--- config.mk ---
export PLATFORM = sky130hd
export DESIGN_NAME = inst_fetch
export DESIGN_NICKNAME = d
export VERILOG_FILES = /design/src/rtl/mips_pkg.sv /design/src/rtl/npc_calc.sv /design/src/rtl/inst_fetch.sv
export SDC_FILE = /design/constraint.sdc
export NUM_CORES = 1
export LEC_CHECK = 0
export ABC_AREA = 1
export CAP_MARGIN = 0
export CORE_AREA = 2 2 120 122
export CTS_CLUSTER_DIAMETER = 200
export CTS_CLUSTER_SIZE = 16
export DETAILED_ROUTE_END_ITERATION = 12
export DIE_AREA = 0 0 122 124
export GPL_TIMING_DRIVEN = 0
export PLACE_DENSITY = 0.82
export RECOVER_POWER = 50
export SYNTH_ARGS = -nofsm -noshare
export SYNTH_HDL_FRONTEND = slang
export SYNTH_SLANG_ARGS = --single-unit
--- constraint.sdc ---
create_clock -name clk -period 3.3 [get_ports clk]
set_clock_uncertainty 0.1 [all_clocks]
set_input_delay 0.825 -clock clk [delete_from_list [all_inputs] [get_ports clk]]
set_output_delay 0.825 -clock clk [all_outputs]
set_load 0.1 [all_outputs]
--- src/rtl/mips_pkg.sv ---
// Shared definitions for the single-cycle MIPS core: opcodes, instruction field positions,
// fetch FSM states and the default reset PC.
package mips_pkg;

  localparam logic [31:0] DefaultResetPc = 32'h0000_0000;

  // Opcodes
  localparam logic [5:0] OpRtype = 6'h00;
  localparam logic [5:0] OpJ     = 6'h02;
  localparam logic [5:0] OpBeq   = 6'h04;
  localparam logic [5:0] OpAddi  = 6'h08;
  localparam logic [5:0] OpLw    = 6'h23;
  localparam logic [5:0] OpSw    = 6'h2b;

  // R-type function codes
  localparam logic [5:0] FuncAdd = 6'h20;
  localparam logic [5:0] FuncSub = 6'h22;
  localparam logic [5:0] FuncAnd = 6'h24;
  localparam logic [5:0] FuncOr  = 6'h25;
  localparam logic [5:0] FuncSlt = 6'h2a;

  // Instruction field bit positions
  localparam int unsigned OpMsb     = 31;
  localparam int unsigned OpLsb     = 26;
  localparam int unsigned RsMsb     = 25;
  localparam int unsigned RsLsb     = 21;
  localparam int unsigned RtMsb     = 20;
  localparam int unsigned RtLsb     = 16;
  localparam int unsigned RdMsb     = 15;
  localparam int unsigned RdLsb     = 11;
  localparam int unsigned FuncMsb   = 5;
  localparam int unsigned FuncLsb   = 0;
  localparam int unsigned ImmMsb    = 15;
  localparam int unsigned ImmLsb    = 0;
  localparam int unsigned TargetMsb = 25;
  localparam int unsigned TargetLsb = 0;

  typedef enum logic [1:0] {
    StIdle,
    StReq,
    StValid
  } fetch_state_e;

  // Sign-extended word offset of a branch immediate.
  function automatic logic [31:0] branch_offset(input logic [15:0] imm);
    return {{14{imm[15]}}, imm, 2'b00};
  endfunction

endpackage

--- src/rtl/npc_calc.sv ---
// Next-PC selection for a retiring instruction; jump wins over a taken branch.
module npc_calc
  import mips_pkg::*;
(
  input  logic [31:0] pc_plus4,
  input  logic [31:0] instr,
  input  logic        branch_taken,
  input  logic        jump,
  output logic [31:0] next_pc
);

  logic unused_op;
  assign unused_op = ^instr[OpMsb:OpLsb];

  always_comb begin
    next_pc = pc_plus4;
    if (jump) begin
      next_pc = {pc_plus4[31:28], instr[TargetMsb:TargetLsb], 2'b00};
    end else if (branch_taken) begin
      // Carry out of bit 31 is dropped so targets wrap modulo 2^32.
      next_pc = pc_plus4 + branch_offset(instr[ImmMsb:ImmLsb]);
    end
  end

endmodule

--- src/rtl/inst_fetch.sv ---
// Instruction-fetch stage: holds the PC, fetches one word per instruction over a req/ready
// handshake and presents the held instruction and its decoded fields downstream.
module inst_fetch
  import mips_pkg::*;
#(
  parameter logic [31:0] RESET_PC = DefaultResetPc
) (
  input  logic        clk,
  input  logic        rst,
  output logic        imem_req,
  output logic [31:0] imem_addr,
  input  logic        imem_ready,
  input  logic [31:0] imem_rdata,
  output logic        inst_valid,
  output logic [31:0] instr,
  output logic [5:0]  op,
  output logic [5:0]  func,
  output logic [4:0]  rs,
  output logic [4:0]  rt,
  output logic [4:0]  rd,
  output logic [15:0] imm16,
  output logic [31:0] pc,
  output logic [31:0] pc_plus4,
  input  logic        retire,
  input  logic        branch_taken,
  input  logic        jump
);

  fetch_state_e state_q, state_d;
  logic [31:0]  pc_q;
  logic [31:0]  instr_q;
  logic [31:0]  next_pc;
  logic         capture;
  logic         advance;

  assign capture = (state_q == StReq) && imem_ready;
  assign advance = (state_q == StValid) && retire;

  always_ff @(posedge clk) begin
    if (rst) begin
      state_q <= StIdle;
    end else begin
      state_q <= state_d;
    end
  end

  always_comb begin
    state_d = state_q;
    unique case (state_q)
      StIdle:  state_d = StReq;
      StReq:   if (imem_ready) state_d = StValid;
      StValid: if (retire) state_d = StReq;
      default: state_d = StIdle;
    endcase
  end

  always_comb begin
    imem_req   = (state_q == StReq);
    inst_valid = (state_q == StValid);
  end

  // Reset has priority, so a retire in the reset cycle never moves the PC.
  always_ff @(posedge clk) begin
    if (rst) begin
      pc_q    <= RESET_PC;
      instr_q <= '0;
    end else begin
      if (capture) instr_q <= imem_rdata;
      if (advance) pc_q <= next_pc;
    end
  end

  npc_calc u_npc_calc (
    .pc_plus4     (pc_plus4),
    .instr        (instr_q),
    .branch_taken (branch_taken),
    .jump         (jump),
    .next_pc      (next_pc)
  );

  assign pc        = pc_q;
  assign pc_plus4  = pc_q + 32'd4;
  assign imem_addr = pc_q;
  assign instr     = instr_q;
  assign op        = instr_q[OpMsb:OpLsb];
  assign func      = instr_q[FuncMsb:FuncLsb];
  assign rs        = instr_q[RsMsb:RsLsb];
  assign rt        = instr_q[RtMsb:RtLsb];
  assign rd        = instr_q[RdMsb:RdLsb];
  assign imm16     = instr_q[ImmMsb:ImmLsb];

endmodule

-- Word level (Yosys, flattened, before mapping)
Index checks and enable logic that the tools add are counted.
- register bits after elaboration: 66
- reductions and logical operators: 4
- equal/unequal tests: 4
- mux-type cells: 5
- $add $sub $neg: 2
- operator list (cell ; number):
    $mux 32 ; 2
    $add 32x3->32 const B ; 1
    $add 32x32->32 ; 1
    $pmux 2 s3 ; 1
    $mux 2 ; 2
    $ne 2x1->1 const B ; 2
    $eq 2x1->1 const B ; 1
    $eq 2x2->1 const B ; 1
    $logic_and 1x1->1 ; 2
    $logic_not 2->1 ; 1
    $reduce_and 2->1 ; 1

-- Logic depth before layout (Yosys ltp)
- word-level depth: 4
- gate-level depth with buffers: 22
- mapped depth without buffers: 22

-- Cells and area by module
A second synthesis with hierarchy kept.
- cell total of the unflattened synthesis: 1103
- area total of the unflattened synthesis: 6588.8 µm²
- by module, submodules not included (module ; times used ; area an instance (µm²) ; cells each):
    inst_fetch ; 1 ; 3808.7 ; 537
    npc_calc ; 1 ; 2780.2 ; 566

-- Least setup slack after synthesis
No wires, ideal clock.
- path type: reg2reg
- from: register pc_q[2], in the netlist imem_addr[2]
- to: register pc_q[12], in the netlist imem_addr[12]
- library setup time: 0.125 ns
- setup slack: -1.745 ns
- cell stages (with the launch flop): 15
- arrival time: 4.820 ns
- buffers on the path: 0
- data required time: 3.075 ns
- cell sequence: dfxtp_1 > ha_1 > nand3_2 > inv_2 > nand2_2 > xnor2_1 > ha_1 > nand2_1 > inv_1 > nand2_1 > nand2_1 > nand3b_1 > or2_2 > nand3_1 > a31oi_1
- longest elaborated chain between the ends: 4
- RTL lines (element ; line ; text):
    start: declaration ; inst_fetch.sv:30 ; logic [31:0] pc_q;
    start signal: assignment ; inst_fetch.sv:69 ; if (advance) pc_q <= next_pc;
    $add 32x3->32 ; inst_fetch.sv:82 ; assign pc_plus4 = pc_q + 32'd4;
    named net pc_plus4[10] ; inst_fetch.sv:23 ; output logic [31:0] pc_plus4,
    $add 32x32->32 ; npc_calc.sv:21 ; next_pc = pc_plus4 + branch_offset(instr[ImmMsb:ImmLsb]);
    $mux 32 ; npc_calc.sv:19 ; end else if (branch_taken) begin
    $mux 32 ; npc_calc.sv:17 ; if (jump) begin
The timed path passes the listed nets, and every way through them passes these cells.
A chain may end at the register's enable or synchronous reset.

-- Worst setup path in the final report
- from: register pc_q[3], in the netlist imem_addr[3]
- to: output pc_plus4[4]
- longest elaborated chain between the ends: 1
- RTL lines (element ; line):
    $add 32x3->32 ; inst_fetch.sv:82
    end: declaration ; inst_fetch.sv:23
Every way passes these cells.

==> run metrics <==
Peak VDD IR=~0.35 mV; post-synthesis adder-cell area fraction=just over 7%; Die W=~120 um; hold endpoint=instr[30]; Max Root-Sink Buffers=2; sw frac=between 40% and 50%; ys async rst share=0%; Yosys cell types=43; sequential power share=~29%; Synth Area in Compound Gates=about 14%; via count=~7900; R2R setup slack=0.13 ns; flops & latches, synth=64; Largest stage delay, worst path=1.19 ns; Worst-path clk slew=roughly 0.06 ns; Max Freq=0.306 GHz; clock root cell=clkbuf_16; Overflow after GRT=0; clk sinks=between 60 and 70; EDFF count, synth=0; fillers=roughly 1200; gate count after technology mapping=1099; drt drc=0; Antenna diodes=0; largest family of logic cells by synthesized area=simple AND/OR/NAND/NOR gates; DRT Pass-1 Iters=5; Slew HR=between 30% and 40%; crit share post-route=between 90 and 100%; final WL=about 26000 um; initial DRC count=between 600 and 700; Most used DFF post-synth=dfxtp_1; Initial Util=approximately 48%; first-pass GRT wire length=38900 um; dpl cells=1485; internal power=1730 uW; post-synthesis mux area share=0%; minimum clock period=between 3 and 4 ns; PortBufs=between 200 and 250; largest net degree at the start of global routing=25; Final ANT Viol Nets=0; crit path max-delay cell type=clkdlybuf4s50_1; initial antenna violation count=0; Max Cap Viol=0; critical path type=register to primary output; die area=~15000 um2; worst slew pin tran=between 1 and 1.5 ns; synth top area cells=dfxtp_1 (20%), nand2_1 (19%), buf_4 (9.1%); Crit Reg-Reg Endpoint=imem_addr[28]; DP HPWL=approximately 21000 um; Worst EP arrival=roughly 2.3 ns; P&R area growth vs syn=48.3%; Layout Cells excl Fill=roughly 1500; # setup viols final=0; Simple-Gate Fraction of Synth Area=a little over a third; WHS Path Cells=2; RePlAce Congestion=between 0.9 and 1; min-delay src=instr[30]; Core Footprint=roughly 14000 um2; status=completed; fin nets=1394; pwr dens=approximately 310 nW/um2; DIE HEIGHT=124 um; hold_buf cts=0; vias in the first global route=around 7400; setup TNS=0 ns; CTS tree=yes; CP startpoint kind=register; cells on worst reg2reg path=18; layout cell share with drive strength beyond 1=19.9%; Tot GR Track Use=between 30% and 40%; RSZ-0062 raised after global routing=true; critical path data required time=approximately 2.4 ns; net load switching power=roughly 1300 uW; fin util=70.6%; Post-Synthesis Cell Area=between 6000 and 7000 um2; RR Startpoint=imem_addr[3]; IO Pins=211; total CTS buffers=9; Slew Limit Fails=0; Clk pwr share=around a third; Vias/cell=between 5 and 6; Hold Slack=between 0.3 and 0.4 ns; top cell type by total area after synthesis=dfxtp_1; # rows=43; P_leak=0.00455 uW; Ys Warns=0; Setup crit end kind=primary output; drt wl/cell=around 17 um; Post-Synth XOR/XNOR Area=3.45%; clock latency on the worst-skew pair=about 0.34 ns; Seq/Total Area, Yosys=between 10% and 20%; Mean Syn Cell Area=about 5.9 um2; Final Hold Vio Count=0; Critical Path Fanout Max=6; H-tree depth=3; Synth top area share=roughly 20%; crit path cell chain=ha_4 > xor2_4 > clkdlybuf4s50_1; Gate power share=between 30% and 40%; worst min-delay path category=register to register
[cell families (layout without fill, tap and decap cells)]
kind of cell	count (synthesis)	in the layout
other cells	1	6
compound gates	176	176
fa+ha+maj	37	37
flops	64	64
xor+xnor	24	24
buf+inv	261	481
simple gates	536	536
[layer usage]
metal  vias to the layer above  track usage [%]  wire (um)
li1                       3856                -          -
met2                       404             56.9      12100
met4                         0             14.6        925
met1                      3584             42.0      10300
met5                         -                0          0
met3                        66             8.10       2560
[cells in the mapped netlist, types with 2 or more instances]
| cell | number |
|---|---|
| a21oi_1 | 114 |
| a21oi_2 | 3 |
| and2_1 | 2 |
| buf_1 | 2 |
| buf_2 | 3 |
| buf_4 | 79 |
| clkbuf_1 | 25 |
| dfxtp_1 | 64 |
| ha_1 | 36 |
| inv_1 | 146 |
| inv_2 | 5 |
| nand2_1 | 322 |
| nand2_2 | 10 |
| nand2_4 | 2 |
| nand3_1 | 85 |
| nand3_2 | 4 |
| nand3b_1 | 4 |
| nand4_1 | 8 |
| nor2_1 | 71 |
| nor2_2 | 7 |
| nor2_4 | 4 |
| nor3_1 | 6 |
| nor3_2 | 2 |
| nor3b_2 | 3 |
| o211ai_1 | 2 |
| o21ai_0 | 43 |
| o21ai_1 | 4 |
| o21bai_1 | 5 |
| or2_2 | 4 |
| xnor2_1 | 6 |
| xor2_1 | 16 |
[final cells by class]
class	count	area (um2)	area share, %
Clock inverter	4	48.8	0.504
Timing Repair Buffer	204	1990	20.5
Buffer	109	709	7.33
Multi-Input combinational cell	779	4500	46.4
Sequential cell	64	1360	14.1
Tap cell	180	225	2.33
Clock buffer	12	258	2.66
Inverter	152	594	6.14
[state kept, by name, summed over array words and instances (netlist names)]
register	count
instr	32
state_q	2
imem_addr	30
[placed cells by master, fill, tap and decap left out, types with 3 or more instances in the layout]
cell,Yosys,final
a21oi_1,114,109
a21oi_2,3,8
buf_2,3,15
buf_4,79,81
clkbuf_1,25,27
clkbuf_16,0,10
clkdlybuf4s15_2,0,8
clkdlybuf4s50_1,0,169
clkinvlp_4,0,5
conb_1,1,6
dfxtp_1,64,36
dfxtp_2,0,10
dfxtp_4,0,18
dlygate4sd2_1,0,6
ha_1,36,29
ha_4,0,6
inv_1,146,141
inv_2,5,4
inv_4,0,3
nand2_1,322,309
nand2_2,10,19
nand2_4,2,5
nand3_1,85,81
nand3_2,4,6
nand3b_1,4,4
nand4_1,8,8
nor2_1,71,53
nor2_2,7,15
nor2_4,4,14
nor3_1,6,6
nor3b_2,3,4
o21ai_0,43,42
o21ai_1,4,5
o21bai_1,5,5
or2_2,4,4
xnor2_4,0,4
xor2_1,16,8
xor2_4,0,7
[worst max-delay path by stage]
| stage | cells past startpoint | start | slack (ns) | to |
|---|---|---|---|---|
| floorplan | 17 | imem_addr[2] | -0.15 | imem_addr[28] |
| global placement | 7 | imem_addr[2] | -0.28 | pc_plus4[16] |
| detailed placement | 7 | imem_addr[2] | -0.33 | pc_plus4[16] |
| CTS | 10 | imem_addr[2] | 0.005 | pc_plus4[26] |
| global route | 7 | imem_addr[8] | -0.01 | pc_plus4[19] |
| finish | 3 | imem_addr[3] | 0.03 | pc_plus4[4] |
[metrics by stage]
stage          area, um2  setup WS (ns)  total power, uW
2_1_floorplan       7050         -0.149             1740
3_3_place_gp        9290         -0.280             2030
3_5_place_dp        9290         -0.330             2040
4_1_cts             9600        0.00496             3020
5_1_grt             9680        -0.0113             3110
6_report            9680         0.0329             3030
[power by group through the flow]
stage | logic (uW) | clock network, uW | registers, uW
global placement | 1150 | 0 | 881
floorplan | 672 | 0 | 1070
detailed placement | 1150 | 0 | 881
finish | 1170 | 997 | 868
global route | 1210 | 1030 | 872
CTS | 1150 | 996 | 866
[worst max-delay path: cells and delay by family, from the launching register on]
family / cells / cell delay (ns)
buffers and inverters: 1 / 1.19
adders and majority gates: 1 / 0.21
xor gates and xnor gates: 1 / 0.18
DFF: 1 / 0.42
[what timing repair did]
action                     4_1_cts  5_1_grt
pin swaps                        0        5
setup buffers                    0        3
resized for setup               81       48
setup endpoints to repair       32       35
(Power assumes the default switching activity.)
==> edit, RTL diff (same flow settings) <==
Encoding of `fetch_state_e`: now one-hot (3 bits for 3 states).
--- a/src/rtl/mips_pkg.sv
+++ b/src/rtl/mips_pkg.sv
@@ -37,6 +37,6 @@
 
-  typedef enum logic [1:0] {
-    StIdle,
-    StReq,
-    StValid
+  typedef enum logic [2:0] {
+    StIdle  = 3'b001,
+    StReq   = 3'b010,
+    StValid = 3'b100
   } fetch_state_e;
Function: no difference found for any inputs over 10 cycles, from zero or initial values and one cycle with rst high; not proved beyond that.
==> edit against the original RTL <==
Design area down 1.4%; sequential power fell by 3.9%; total power fell by 16%; critical path depth shrank 2; combinational power is 39% lower; cell count shrank 1.7%; area after synthesis shrank 2.2%; worst setup slack got worse by 0.0057 ns; highest routed layer unchanged; sequential cell count rose by 1; largest cell class unchanged; maximum frequency fell by 0.17%; first-iteration DRC count down 9.9%; routed wire length decreased by 1.3%.
==> edit: results (changes against the original RTL) <==
Run status
  • Run status: finished clean

Global route
  • Met2 usage in global routing: 56.74% (-0.17 points)
  • Met1 track demand over resource: 40.96% (-1.0 points)
  • GRT Util Overall: 33.50% (-0.57 points)
  • Pin count of the biggest net entering global routing: 26 (+4.0%)
  • Met3 usage: 6.319% (-1.8 points)
  • Vias in the first global route: 7,368 (-0.054%)

Final layout
  • Multi-input logic cell count: 758 (-2.7%)
  • Portion of the layout cell area used by clock cells: 3.223% (+0.057 points)
  • Filler cells: 1,245 (+1.3%)
  • Count of inverters other than clock inverters in the layout: 140 (-7.9%)
  • Final #Nets: 1,368 (-1.9%)
  • Non-clock buffer total of the final layout: 319 (+1.9%)
  • Combined area of the multi-input logic cells: 4304 µm² (-4.3%)
  • Buffer share of cell area: 28.82% (+0.95 points)
  • Sequential share of cell area: 14.65% (+0.59 points)
  • Proportion of layout cells with a drive suffix above 1: 19.34% (-0.53 points)

Place
  • Worst setup timing slack at the placement stage: -0.3400 ns (-0.009799 ns)
  • Buffers added on ports: 203 (+1.0%)
  • Instance area after placement: 9133 µm² (-1.7%)
  • Weighted congestion reported at the end of routability-driven placement: 0.9783 (+4.3%)

Yosys
  • Synth cell types: 42 (-2.3%)
  • Fraction of the mapped netlist area in adder cells: 7.364% (+0.16 points)
  • Leading post-synthesis cells by cell area: sky130_fd_sc_hd__dfxtp_1 20%, sky130_fd_sc_hd__nand2_1 17%, sky130_fd_sc_hd__a21oi_1 9.5%, sky130_fd_sc_hd__buf_4 9.3%, sky130_fd_sc_hd__inv_1 7.9%
  • XOR/XNOR share of the synthesized area: 3.134% (-0.32 points)
  • Mean area per synthesized cell: 5.993 µm² (+0.86%)
  • Share of flip-flops with an asynchronous set or reset: 0% (unchanged)
  • Share of the synthesized area in compound gates (AO/OA/AOI/OAI): 16.00% (+1.9 points)

Drt
  • Met3 Routed Length: 2215 µm (-13%)
  • Routed wire length per instance: 17.29 µm (+0.42%)
  • Iter 0 DRT Violations: 555 (-9.9%)
  • Metal2 WL: 11,990 µm (-1.1%)
  • Detailed-routing wirelength on met1: 10,330 µm (+0.33%)

Pwr
  • Power density over the cells: 265.4 nW/µm² (-15%)
  • Net switching component of the power: 951.3 µW (-27%)
  • Static Leakage: 4.429 nW (-2.7%)
  • Clock share of power: 39.1% (+6.2 points)
  • Maximum ir drop on the vdd rail: 0.0002489 V (-28%)
  • Register share of total power: 32.9% (+4.3 points)
  • Pwr top: the clock network

Hold path
  • Worst hold path startpoint: instr[31]

Critical path
  • Launching point of the worst reg2reg path: imem_addr[2]
  • Destination of the critical timing path: imm16[15]
  • Endpoint of the most critical register-to-register path: imem_addr[22]
  • Delay contributed by the slowest stage of the critical path: 1.25 ns (+0.06 ns)

Timing
  • Slack of the critical path: 0.02723 ns (-0.005698 ns)
  • Max_slew headroom: 30.58% (+0.17 points)

CTS
  • CTS sink cnt: 65 (+1.6%)
[edit: cell types whose count changed after synthesis, moves of 3 or more]
| cell | change |
|---|---|
| sky130_fd_sc_hd__nand2_1 | -31 |
| sky130_fd_sc_hd__o21ai_0 | +4 |
| sky130_fd_sc_hd__nand4_1 | +6 |
| sky130_fd_sc_hd__and2_1 | +3 |
| sky130_fd_sc_hd__a21oi_1 | +7 |
| sky130_fd_sc_hd__or2_2 | +3 |
| sky130_fd_sc_hd__nand3_2 | -4 |
| sky130_fd_sc_hd__nor3_1 | +3 |
| sky130_fd_sc_hd__a31oi_1 | +4 |
| sky130_fd_sc_hd__nor2_1 | -8 |
| sky130_fd_sc_hd__nor3b_2 | -3 |
| sky130_fd_sc_hd__inv_1 | -11 |
[edit: what timing repair did]
action                                 CTS  global route
endpoints found under the hold margin    0             0
setup endpoints to repair               35            33
gates resized for setup                 94            38
setup buffers                            1             7
pin swaps                                1             7
hold buffers                             0             0
